### src/rtl/keypad_pkg.sv
// Shared constants, state encoding and width helper for the keypad scanner.
package keypad_pkg;

  localparam int unsigned DefaultNCols    = 4;
  localparam int unsigned DefaultNRows    = 4;
  localparam int unsigned DefaultDebounce = 3;

  // Scanner FSM state encoding
  localparam logic [1:0] StScan      = 2'd0;
  localparam logic [1:0] StPressDb   = 2'd1;
  localparam logic [1:0] StHeld      = 2'd2;
  localparam logic [1:0] StReleaseDb = 2'd3;

  // Key code width for a rows x cols matrix; never narrower than one bit.
  function automatic int unsigned key_width(input int unsigned rows, input int unsigned cols);
    int unsigned n;
    n = rows * cols;
    return (n <= 2) ? 1 : $clog2(n);
  endfunction

endpackage

### src/rtl/matrix_keypad_scanner_if.sv
// Keypad scanner signal bundle: tick/row inputs, column strobes and key reporting.
interface matrix_keypad_scanner_if #(
  parameter int unsigned N_COLS = keypad_pkg::DefaultNCols,
  parameter int unsigned N_ROWS = keypad_pkg::DefaultNRows
) ();
  import keypad_pkg::*;

  localparam int unsigned KW = key_width(N_ROWS, N_COLS);

  logic              scan_tick;
  logic [N_ROWS-1:0] row_n;
  logic [N_COLS-1:0] col_n;
  logic [KW-1:0]     key_code;
  logic              key_valid;
  logic              key_held;
  logic              multi_err;

  // Scanner side
  modport master (
    input  scan_tick,
    input  row_n,
    output col_n,
    output key_code,
    output key_valid,
    output key_held,
    output multi_err
  );

  // Keypad / controller side
  modport slave (
    output scan_tick,
    output row_n,
    input  col_n,
    input  key_code,
    input  key_valid,
    input  key_held,
    input  multi_err
  );

endinterface

### src/rtl/input_sync.sv
// Two-flop synchronizer for asynchronous inputs; resets to all ones (idle pull-up level).
module input_sync #(
  parameter int unsigned Width = 1
) (
  input  logic             clock,
  input  logic             reset,
  input  logic [Width-1:0] din,
  output logic [Width-1:0] dout
);

  logic [Width-1:0] meta_q;
  logic [Width-1:0] sync_q;

  // Two-stage capture, synchronous active-low reset
  always_ff @(posedge clock) begin
    if (!reset) begin
      meta_q <= '1;
      sync_q <= '1;
    end else begin
      meta_q <= din;
      sync_q <= meta_q;
    end
  end

  assign dout = sync_q;

endmodule

### src/rtl/matrix_keypad_scanner.sv
// Column-strobed key matrix scanner with press/release debounce and single-key reporting.
module matrix_keypad_scanner
  import keypad_pkg::*;
#(
  parameter int unsigned N_COLS   = DefaultNCols,
  parameter int unsigned N_ROWS   = DefaultNRows,
  parameter int unsigned DEBOUNCE = DefaultDebounce
) (
  input logic                     clock,
  input logic                     reset,
  matrix_keypad_scanner_if.master kp
);

  localparam int unsigned KW = key_width(N_ROWS, N_COLS);
  localparam int unsigned CW = (N_COLS > 1) ? $clog2(N_COLS) : 1;
  localparam int unsigned RW = (N_ROWS > 1) ? $clog2(N_ROWS) : 1;
  localparam int unsigned DW = $clog2(DEBOUNCE + 1);

  logic [N_ROWS-1:0] rs_n;
  logic [N_ROWS-1:0] rows_low;
  logic              one_low;
  logic              any_low;
  logic [RW-1:0]     row_idx;
  logic [CW-1:0]     col_next;

  logic [1:0]    state_q, state_d;
  logic [CW-1:0] col_q, col_d;
  logic [DW-1:0] db_q, db_d;
  logic [CW-1:0] cap_col_q, cap_col_d;
  logic [RW-1:0] cap_row_q, cap_row_d;
  logic [KW-1:0] key_code_q, key_code_d;
  logic          key_valid_q, key_valid_d;
  logic          key_held_q, key_held_d;
  logic          multi_err_q, multi_err_d;

  function automatic logic [KW-1:0] make_code(input logic [RW-1:0] row, input logic [CW-1:0] col);
    return KW'(row) * KW'(N_COLS) + KW'(col);
  endfunction

  input_sync #(
    .Width (N_ROWS)
  ) u_row_sync (
    .clock (clock),
    .reset (reset),
    .din   (kp.row_n),
    .dout  (rs_n)
  );

  // Row decode: which rows are pulled low and whether exactly one is
  always_comb begin
    rows_low = ~rs_n;
    any_low  = (rows_low != '0);
    one_low  = any_low && ((rows_low & (rows_low - 1'b1)) == '0);
    row_idx  = '0;
    for (int r = 0; r < N_ROWS; r++) begin
      if (rows_low[r]) row_idx = RW'(r);
    end
    col_next = (col_q == CW'(N_COLS - 1)) ? '0 : col_q + 1'b1;
  end

  // Scan / debounce FSM next state; everything only moves on scan_tick
  always_comb begin
    state_d     = state_q;
    col_d       = col_q;
    db_d        = db_q;
    cap_col_d   = cap_col_q;
    cap_row_d   = cap_row_q;
    key_code_d  = key_code_q;
    key_valid_d = 1'b0;
    key_held_d  = key_held_q;
    multi_err_d = 1'b0;

    if (kp.scan_tick) begin
      case (state_q)
        StScan: begin
          if (one_low) begin
            cap_col_d = col_q;
            cap_row_d = row_idx;
            if (DEBOUNCE <= 1) begin
              key_code_d  = make_code(row_idx, col_q);
              key_valid_d = 1'b1;
              key_held_d  = 1'b1;
              db_d        = '0;
              state_d     = StHeld;
            end else begin
              db_d    = DW'(1);
              state_d = StPressDb;
            end
          end else begin
            multi_err_d = any_low;
            col_d       = col_next;
          end
        end
        StPressDb: begin
          if (one_low && (row_idx == cap_row_q)) begin
            if ((db_q + 1'b1) == DW'(DEBOUNCE)) begin
              key_code_d  = make_code(cap_row_q, cap_col_q);
              key_valid_d = 1'b1;
              key_held_d  = 1'b1;
              db_d        = '0;
              state_d     = StHeld;
            end else begin
              db_d = db_q + 1'b1;
            end
          end else begin
            db_d    = '0;
            col_d   = col_next;
            state_d = StScan;
          end
        end
        StHeld: begin
          // Other rows going low are ignored: no rollover while a key is held
          if (!any_low) begin
            if (DEBOUNCE <= 1) begin
              key_held_d = 1'b0;
              col_d      = col_next;
              db_d       = '0;
              state_d    = StScan;
            end else begin
              db_d    = DW'(1);
              state_d = StReleaseDb;
            end
          end
        end
        StReleaseDb: begin
          if (!any_low) begin
            if ((db_q + 1'b1) == DW'(DEBOUNCE)) begin
              key_held_d = 1'b0;
              col_d      = col_next;
              db_d       = '0;
              state_d    = StScan;
            end else begin
              db_d = db_q + 1'b1;
            end
          end else begin
            db_d    = '0;
            state_d = StHeld;
          end
        end
        default: begin
          db_d    = '0;
          state_d = StScan;
        end
      endcase
    end
  end

  // State and output registers, synchronous active-low reset
  always_ff @(posedge clock) begin
    if (!reset) begin
      state_q     <= StScan;
      col_q       <= '0;
      db_q        <= '0;
      cap_col_q   <= '0;
      cap_row_q   <= '0;
      key_code_q  <= '0;
      key_valid_q <= 1'b0;
      key_held_q  <= 1'b0;
      multi_err_q <= 1'b0;
    end else begin
      state_q     <= state_d;
      col_q       <= col_d;
      db_q        <= db_d;
      cap_col_q   <= cap_col_d;
      cap_row_q   <= cap_row_d;
      key_code_q  <= key_code_d;
      key_valid_q <= key_valid_d;
      key_held_q  <= key_held_d;
      multi_err_q <= multi_err_d;
    end
  end

  // Active-low one-hot column strobe from the column pointer
  always_comb begin
    for (int c = 0; c < N_COLS; c++) begin
      kp.col_n[c] = (col_q != CW'(c));
    end
  end

  assign kp.key_code  = key_code_q;
  assign kp.key_valid = key_valid_q;
  assign kp.key_held  = key_held_q;
  assign kp.multi_err = multi_err_q;

endmodule

### src/flat_wrapper.sv
// flat-port wrapper written by rule: the top's interface ports become plain ports
module matrix_keypad_scanner_flat import keypad_pkg::*;
#(
  parameter int unsigned N_COLS   = DefaultNCols,
  parameter int unsigned N_ROWS   = DefaultNRows,
  parameter int unsigned DEBOUNCE = DefaultDebounce
)
  (clock, reset, kp_scan_tick, kp_row_n, kp_col_n, kp_key_code, kp_key_valid, kp_key_held, kp_multi_err);
  matrix_keypad_scanner_if #(.N_COLS(N_COLS), .N_ROWS(N_ROWS)) kp_i ();
  input logic clock;
  input logic reset;
  input wire logic [$bits(kp_i.scan_tick)-1:0] kp_scan_tick;
  input wire logic [$bits(kp_i.row_n)-1:0] kp_row_n;
  output wire logic [$bits(kp_i.col_n)-1:0] kp_col_n;
  output wire logic [$bits(kp_i.key_code)-1:0] kp_key_code;
  output wire logic [$bits(kp_i.key_valid)-1:0] kp_key_valid;
  output wire logic [$bits(kp_i.key_held)-1:0] kp_key_held;
  output wire logic [$bits(kp_i.multi_err)-1:0] kp_multi_err;
  assign kp_i.scan_tick = kp_scan_tick;
  assign kp_i.row_n = kp_row_n;
  assign kp_col_n = kp_i.col_n;
  assign kp_key_code = kp_i.key_code;
  assign kp_key_valid = kp_i.key_valid;
  assign kp_key_held = kp_i.key_held;
  assign kp_multi_err = kp_i.multi_err;
  matrix_keypad_scanner #(.N_COLS(N_COLS), .N_ROWS(N_ROWS), .DEBOUNCE(DEBOUNCE)) u_core (.clock(clock), .reset(reset), .kp(kp_i));
endmodule
### config.mk
export PLATFORM = sky130hd
export DESIGN_NAME = matrix_keypad_scanner_flat
export DESIGN_NICKNAME = d
export VERILOG_FILES = /design/src/rtl/keypad_pkg.sv /design/src/rtl/matrix_keypad_scanner_if.sv /design/src/rtl/input_sync.sv /design/src/rtl/matrix_keypad_scanner.sv /design/src/flat_wrapper.sv
export SDC_FILE = /design/constraint.sdc
export NUM_CORES = 1
export LEC_CHECK = 0
export ABC_AREA = 1
export CAP_MARGIN = 20
export CELL_PAD_IN_SITES_DETAIL_PLACEMENT = 0
export CELL_PAD_IN_SITES_GLOBAL_PLACEMENT = 1
export CORE_ASPECT_RATIO = 0.75
export CORE_MARGIN = 2
export CORE_UTILIZATION = 35
export DETAILED_ROUTE_END_ITERATION = 16
export PLACE_DENSITY_LB_ADDON = 0.1
export RECOVER_POWER = 50
export SYNTH_ARGS = -nofsm -noshare
export SYNTH_HDL_FRONTEND = slang
export SYNTH_HIERARCHICAL = 1
export SYNTH_SLANG_ARGS = --single-unit
### constraint.sdc
create_clock -name clock -period 1.75 [get_ports clock]
set_input_delay 0.175 -clock clock [delete_from_list [all_inputs] [get_ports clock]]
set_output_delay 0.175 -clock clock [all_outputs]
set_load 0.05 [all_outputs]
# ---- Word level (Yosys, flattened, before mapping)
# Index checks and enable logic that the tools add are counted.
# W data, S select, Z words.
dict set report totals {
  output_inout_bits 11
  regBits 25
  in_bits 7
  wordCells 82
}
dict set report classes {
  eq_ne 19
  muxes 27
  bitwise_logic 5
  n_reduce_logical 16
  n_addsub 4
}
# op n
set ops {}
lappend ops {{$mux W2} 17}
lappend ops {{$pmux W2 S4} 2}
lappend ops {{$ne A2 B2 Y1 const B} 6}
lappend ops {{$reduce_and A6 Y1} 2}
lappend ops {{$ne A2 B1 Y1 const B} 5}
lappend ops {{$eq A2 B2 Y1 const B} 4}
lappend ops {{$reduce_and A4 Y1} 2}
lappend ops {{$mux W1} 6}
lappend ops {{$pmux W2 S3} 1}
lappend ops {{$reduce_and A3 Y1} 2}
lappend ops {{$reduce_and A5 Y1} 1}
lappend ops {{$add A2 B1 Y2 const B} 2}
lappend ops {{$add A4 B2 Y4} 1}
lappend ops {{$and A4 B4 Y4} 1}
lappend ops {{$logic_not A4 Y1} 1}
lappend ops {{$not A4 Y4} 1}
lappend ops {{$reduce_bool A2 Y1} 2}
lappend ops {{$reduce_bool A4 Y1} 1}
lappend ops {{$reduce_or A4 Y1} 1}
lappend ops {{$sub A4 B1 Y4 const B} 1}
lappend ops {{$ne A3 B1 Y1 const B} 1}
lappend ops {{$ne A3 B3 Y1 const B} 1}
lappend ops {{$not A1 Y1} 3}
lappend ops {{$reduce_bool A3 Y1} 1}
lappend ops {{5 further kinds} 6}

# ---- Longest topological paths before layout
dict set report logic_depth {
  ltp_word 8
  ltp_mapped 11
  depth_no_buf 11
}

# ---- Cells and area by module
# The synthesis kept the hierarchy.
# mod seq_area_each_um2 instances area_per_inst_um2 cells_per_inst
set by_module_without_submodules {}
lappend by_module_without_submodules {matrix_keypad_scanner 340.3 1 1032.2 148}
lappend by_module_without_submodules {input_sync 160.2 1 225.2 25}

# ---- Worst setup path after synthesis
# Ideal clock, no wire load.
dict set report synth_path {
  path_kind {reg-to-reg}
  startpoint {register u_core.u_row_sync.sync_q[3] (netlist: u_core/u_row_sync/dout[3])}
  endpoint {register u_core.col_q[0]}
  setup_ns 0.113
  synth_period_minus_slack_ns 1.260
  required_ns 1.637
  stages_incl_launch_ff 10
  slack_ns 0.490
  n_path_buf 0
  t_arrival_ns 1.147
  cell_sequence {dfxtp_1 > nor2_1 > nor2_2 > nand2_2 > nor2_8 > nand3_2 > nand3_2 > nand2_1 > nand2_1 > nor2_1}
}
dict set report synth_via {
  elab_chain_cells 8
  word_cells_on_any_way 13
  classes_between {1 x add/sub; 4 x eq/ne; 1 x mux; 2 x bitwise; 5 x reduce/logical}
}
# element line_no
set synth_lines {}
lappend synth_lines {{from (decl)} input_sync.sv:12} ;# logic [Width-1:0] sync_q;
lappend synth_lines {{from (signal assigned)} input_sync.sv:21} ;# sync_q <= meta_q;
lappend synth_lines {{$not A4 Y4 *} matrix_keypad_scanner.sv:51} ;# rows_low = ~rs_n;
lappend synth_lines {{$sub A4 B1 Y4} matrix_keypad_scanner.sv:53} ;# one_low = any_low && ((rows_low & (rows_low - 1'b1)) == '0);
lappend synth_lines {{$and A4 B4 Y4} matrix_keypad_scanner.sv:53}
lappend synth_lines {{$logic_not A4 Y1} matrix_keypad_scanner.sv:53}
lappend synth_lines {{$logic_and A1 B1 Y1} matrix_keypad_scanner.sv:53}
lappend synth_lines {{$logic_and A1 B1 Y1} matrix_keypad_scanner.sv:95} ;# if (one_low && (row_idx == cap_row_q)) begin
lappend synth_lines {{$ne A2 B2 Y1 (no source line)} -}
lappend synth_lines {{$reduce_and A6 Y1 (no source line) *} -}
lappend synth_lines {{to (signal assigned)} matrix_keypad_scanner.sv:162} ;# col_q <= col_d;
lappend synth_lines {{to (decl)} matrix_keypad_scanner.sv:27} ;# logic [CW-1:0] col_q, col_d;
# Every way passes the cells marked *; elsewhere a longest branch is shown, timed or not.
# A chain may end at the register's enable or synchronous reset.

# ---- Worst setup path in the final report
dict set report layout_path {
  startpoint {register u_core.key_code_q[3] (netlist: u_core/kp.key_code[3])}
  endpoint {output kp_key_code[3]}
}
# element line_no
set layout_rtl {}
lappend layout_rtl {{from (decl)} matrix_keypad_scanner.sv:31} ;# logic [KW-1:0] key_code_q, key_code_d;
lappend layout_rtl {{from (signal assigned)} matrix_keypad_scanner.sv:166} ;# key_code_q <= key_code_d;
lappend layout_rtl {{to (decl)} flat_wrapper.sv:15} ;# output wire logic [$bits(kp_i.key_code)-1:0] kp_key_code;
# No word-level cell between the ends.

==> results by group <==
Setup path
  • WP depth: 1
  • Reg2reg start: u_core/u_row_sync/dout[3]
  • Flop-to-flop setup slack: 0.35 ns
  • Critical path type: register to output pin
  • CP Launch Type: register
  • Crit-path slowest cell: clkdlybuf4s50_1
  • Crit-path cells: clkdlybuf4s50_1
  • CP max stage delay: 0.80 ns
  • Element type at the critical path end: output pin
  • Worst EP arrival: around 1.4 ns
  • Crit-path leading delay family: buffers and inverters
  • Crit path capture: kp_key_code[3]
  • Worst Setup SP: u_core/kp.key_code[3]
  • Critical Path Fanout Max: 2
  • FF-to-FF End: u_core/col_q[1]
  • Required @ worst endpoint: approximately 1.6 ns
  • Worst Reg2Reg Path Length in Cells: 10
  • Crit path buf inv count: 1

Floorplan
  • Initial Util: 0.3747
  • I/O pin cnt: 18
  • Die width: between 70 and 80 µm
  • Die Span Y: 55.91 µm
  • CORE AREA: about 3400 µm²
  • Cell Rows: 18
  • Die area: a little over 4000 µm²

Synth
  • Top cells by area, synth: dfxtp_1 (40%), nand2_1 (11%), inv_1 (9.6%), nor2_1 (7.5%), a21oi_1 (4.8%)
  • Seq/Total Area, Yosys: 0.3980
  • Library cells used by synthesis: 22
  • Syn_nets: about 180
  • Cell taking the most area after synthesis: dfxtp_1
  • Syn avg cell area: between 7 and 8 µm²
  • Post-synth top area share: 0.3980
  • Yosys reg bits: 25
  • Synthesis warning total: 6
  • Area of the mapped netlist: around 1300 µm²
  • Post-Synthesis Cells: about 170

Clock tree
  • Clock slew at reported path FFs: approximately 0.080 ns
  • Post-CTS Resized: 0
  • CTS Buf Count: 3
  • Clock sink total: 25
  • Worst skew pair latency: roughly 0.26 ns
  • Post-CTS Setup Bufs: 0
  • CTS max path bufs: 2
  • H-tree Lvls: 1
  • # hold bufs at CTS: 0
  • Root buffer cell: clkbuf_8
  • CTS tree: yes

Finish
  • Ant diodes: 0
  • Post-route core utilization: 0.4482
  • Share of cells above drive strength 1: 0.1443
  • Area grow syn2layout: 19.60%
  • Multi-input logic area: roughly 600 µm²
  • Filler instances: 353
  • Final #Nets: between 200 and 250
  • Post-Layout Cell Count: 234
  • FF/Latch Area: 500.5 µm²

Route
  • Drt wl/cell: 10.41 µm
  • Vias post-DR: 1073
  • DRT antenna net count: 0
  • Via-to-Cell Ratio: around 4.6
  • First-pass DRT Iterations: 4
  • DRC: 0
  • First DRT Iteration DRCs: 25
  • Total Routed Length: between 2000 and 2500 µm

Timing
  • Slew HR: 0.5259
  • Setup Total Neg Slack: 0 ns
  • Max Freq: approximately 0.63 GHz
  • Worst Skew: approximately 0.0027 ns
  • Setup ws final: 0.1637 ns
  • Fin crit share: 0.9064
  • Crit path time final: 1.586 ns
  • Worst-Margin Slew: 0.7112 ns
  • Pins over their slew limit: 0
  • Hold Fails Final Rpt: 0
  • Final-report setup violation count: 0
  • RSZ-0062 raised after global routing: no

Placement
  • HPWL Detailed: about 1900 µm
  • DP Worst Slack: 0.1073 ns
  • Placed cells: between 200 and 250
  • Gpl congestion: 0.8326
  • Port Buf Inserts: 17

Power
  • Total power divided by cell area: between 800 and 900 nW/µm²
  • Overall Power: 0.001209 W
  • Worst IR Drop VDD: roughly 0.00052 V
  • Leak Pwr: 0.7275 nW

GRT
  • All-layer global routing usage: 0.1352
  • Vias in the first global route: a little over 1000
  • Total gr overflow: 0
  • Initial antenna violation count: 0
  • First-pass GRT wire length: between 4000 and 5000 µm
  • Pin count of the biggest net entering global routing: 17

Run status
  • Status: finished, final reports clean

Hold path
  • Hold Path Class: register to register
  • Hold Path Origin: u_core/u_row_sync/meta_q[0]

Flow run
  • MaxCap Viol Count: 0
registers in the layout, indices dropped and copies added (netlist names):
register	cells
u_core/u_row_sync/meta_q	4
u_core/kp.key_code	4
u_core/state_q	2
u_core/db_q	2
u_core/u_row_sync/dout	4
u_core/kp.key_held	1
u_core/col_q	2
u_core/kp.multi_err	1
u_core/cap_col_q	2
u_core/cap_row_q	2
u_core/kp.key_valid	1
synthesized netlist by cell type, drive strengths merged:
cell type	n
buf	2
nor4	2
inv	34
ha	4
nand4	4
a21oi	14
o21ai	4
nor2	29
nand2	44
clkinv	1
dfxtp	25
nand3	10
cells in the final DEF (no fill, tap or decap):
master,count
a21oi_1,12
a21oi_2,2
buf_4,1
clkbuf_1,2
clkbuf_2,3
clkbuf_8,3
clkdlybuf4s50_1,12
clkinv_1,1
clkinv_2,1
dfxtp_1,25
dlygate4sd3_1,1
ha_1,4
inv_1,32
inv_2,2
nand2_1,38
nand2_2,5
nand2_4,1
nand3_1,6
nand3_2,3
nand3_4,1
nand4_1,2
nand4_4,2
nor2_1,25
nor2_2,2
nor2_4,1
nor2_8,1
nor4_1,2
o21ai_0,4
where the power goes:
part / switching [W] / total (W) / internal, W
Sequential: 0.0000201 / 0.000614 / 0.000594
Combinational: 0.000180 / 0.000258 / 0.0000786
Clock: 0.000178 / 0.000337 / 0.000159
Total: 0.000377 / 0.00121 / 0.000832
routing by layer:
layer / routed length (µm) / up-vias / global-route usage
met1: 1214 / 469 / 0.1704
met2: 1049 / 31 / 0.2188
met5: 0 / - / 0
li1: - / 569 / -
met4: 24 / 0 / 0.03439
met3: 147 / 4 / 0.04710
logic make-up after synthesis:
| group | synth area share |
|---|---|
| DFF | 0.3980 |
| adders and majority gates | 0.03980 |
| and+or+nand+nor | 0.3721 |
| buffers and inverters | 0.1124 |
| AOI/OAI and AO/OA | 0.07762 |
cell type report:
cell class | count | area share
inverter | 35 | 0.08735
clock inverter | 1 | 0.003328
clock buffer | 3 | 0.02745
sequential | 25 | 0.3328
multi-input combinational | 111 | 0.4093
timing repair buffer | 19 | 0.1065
tap | 40 | 0.03328
stage by stage:
stage,hold slack [ns],instance area [µm²]
2_1_floorplan,0.2598,1257
3_3_place_gp,0.3843,1498
3_5_place_dp,0.3845,1498
4_1_cts,0.4076,1544
5_1_grt,0.4213,1504
6_report,0.4089,1504
worst min-delay path by stage:
stage / endpoint / slack, ns / depth (start not counted)
after global placement: u_core/u_row_sync/dout[0] / 0.38 / 2
after detailed placement: u_core/u_row_sync/dout[0] / 0.38 / 2
after floorplan: u_core/u_row_sync/meta_q[0] / 0.26 / 2
after global routing: u_core/u_row_sync/meta_q[3] / 0.42 / 3
final: u_core/u_row_sync/dout[0] / 0.41 / 2
after CTS: u_core/u_row_sync/dout[0] / 0.41 / 2
(Power assumes the default switching activity.)
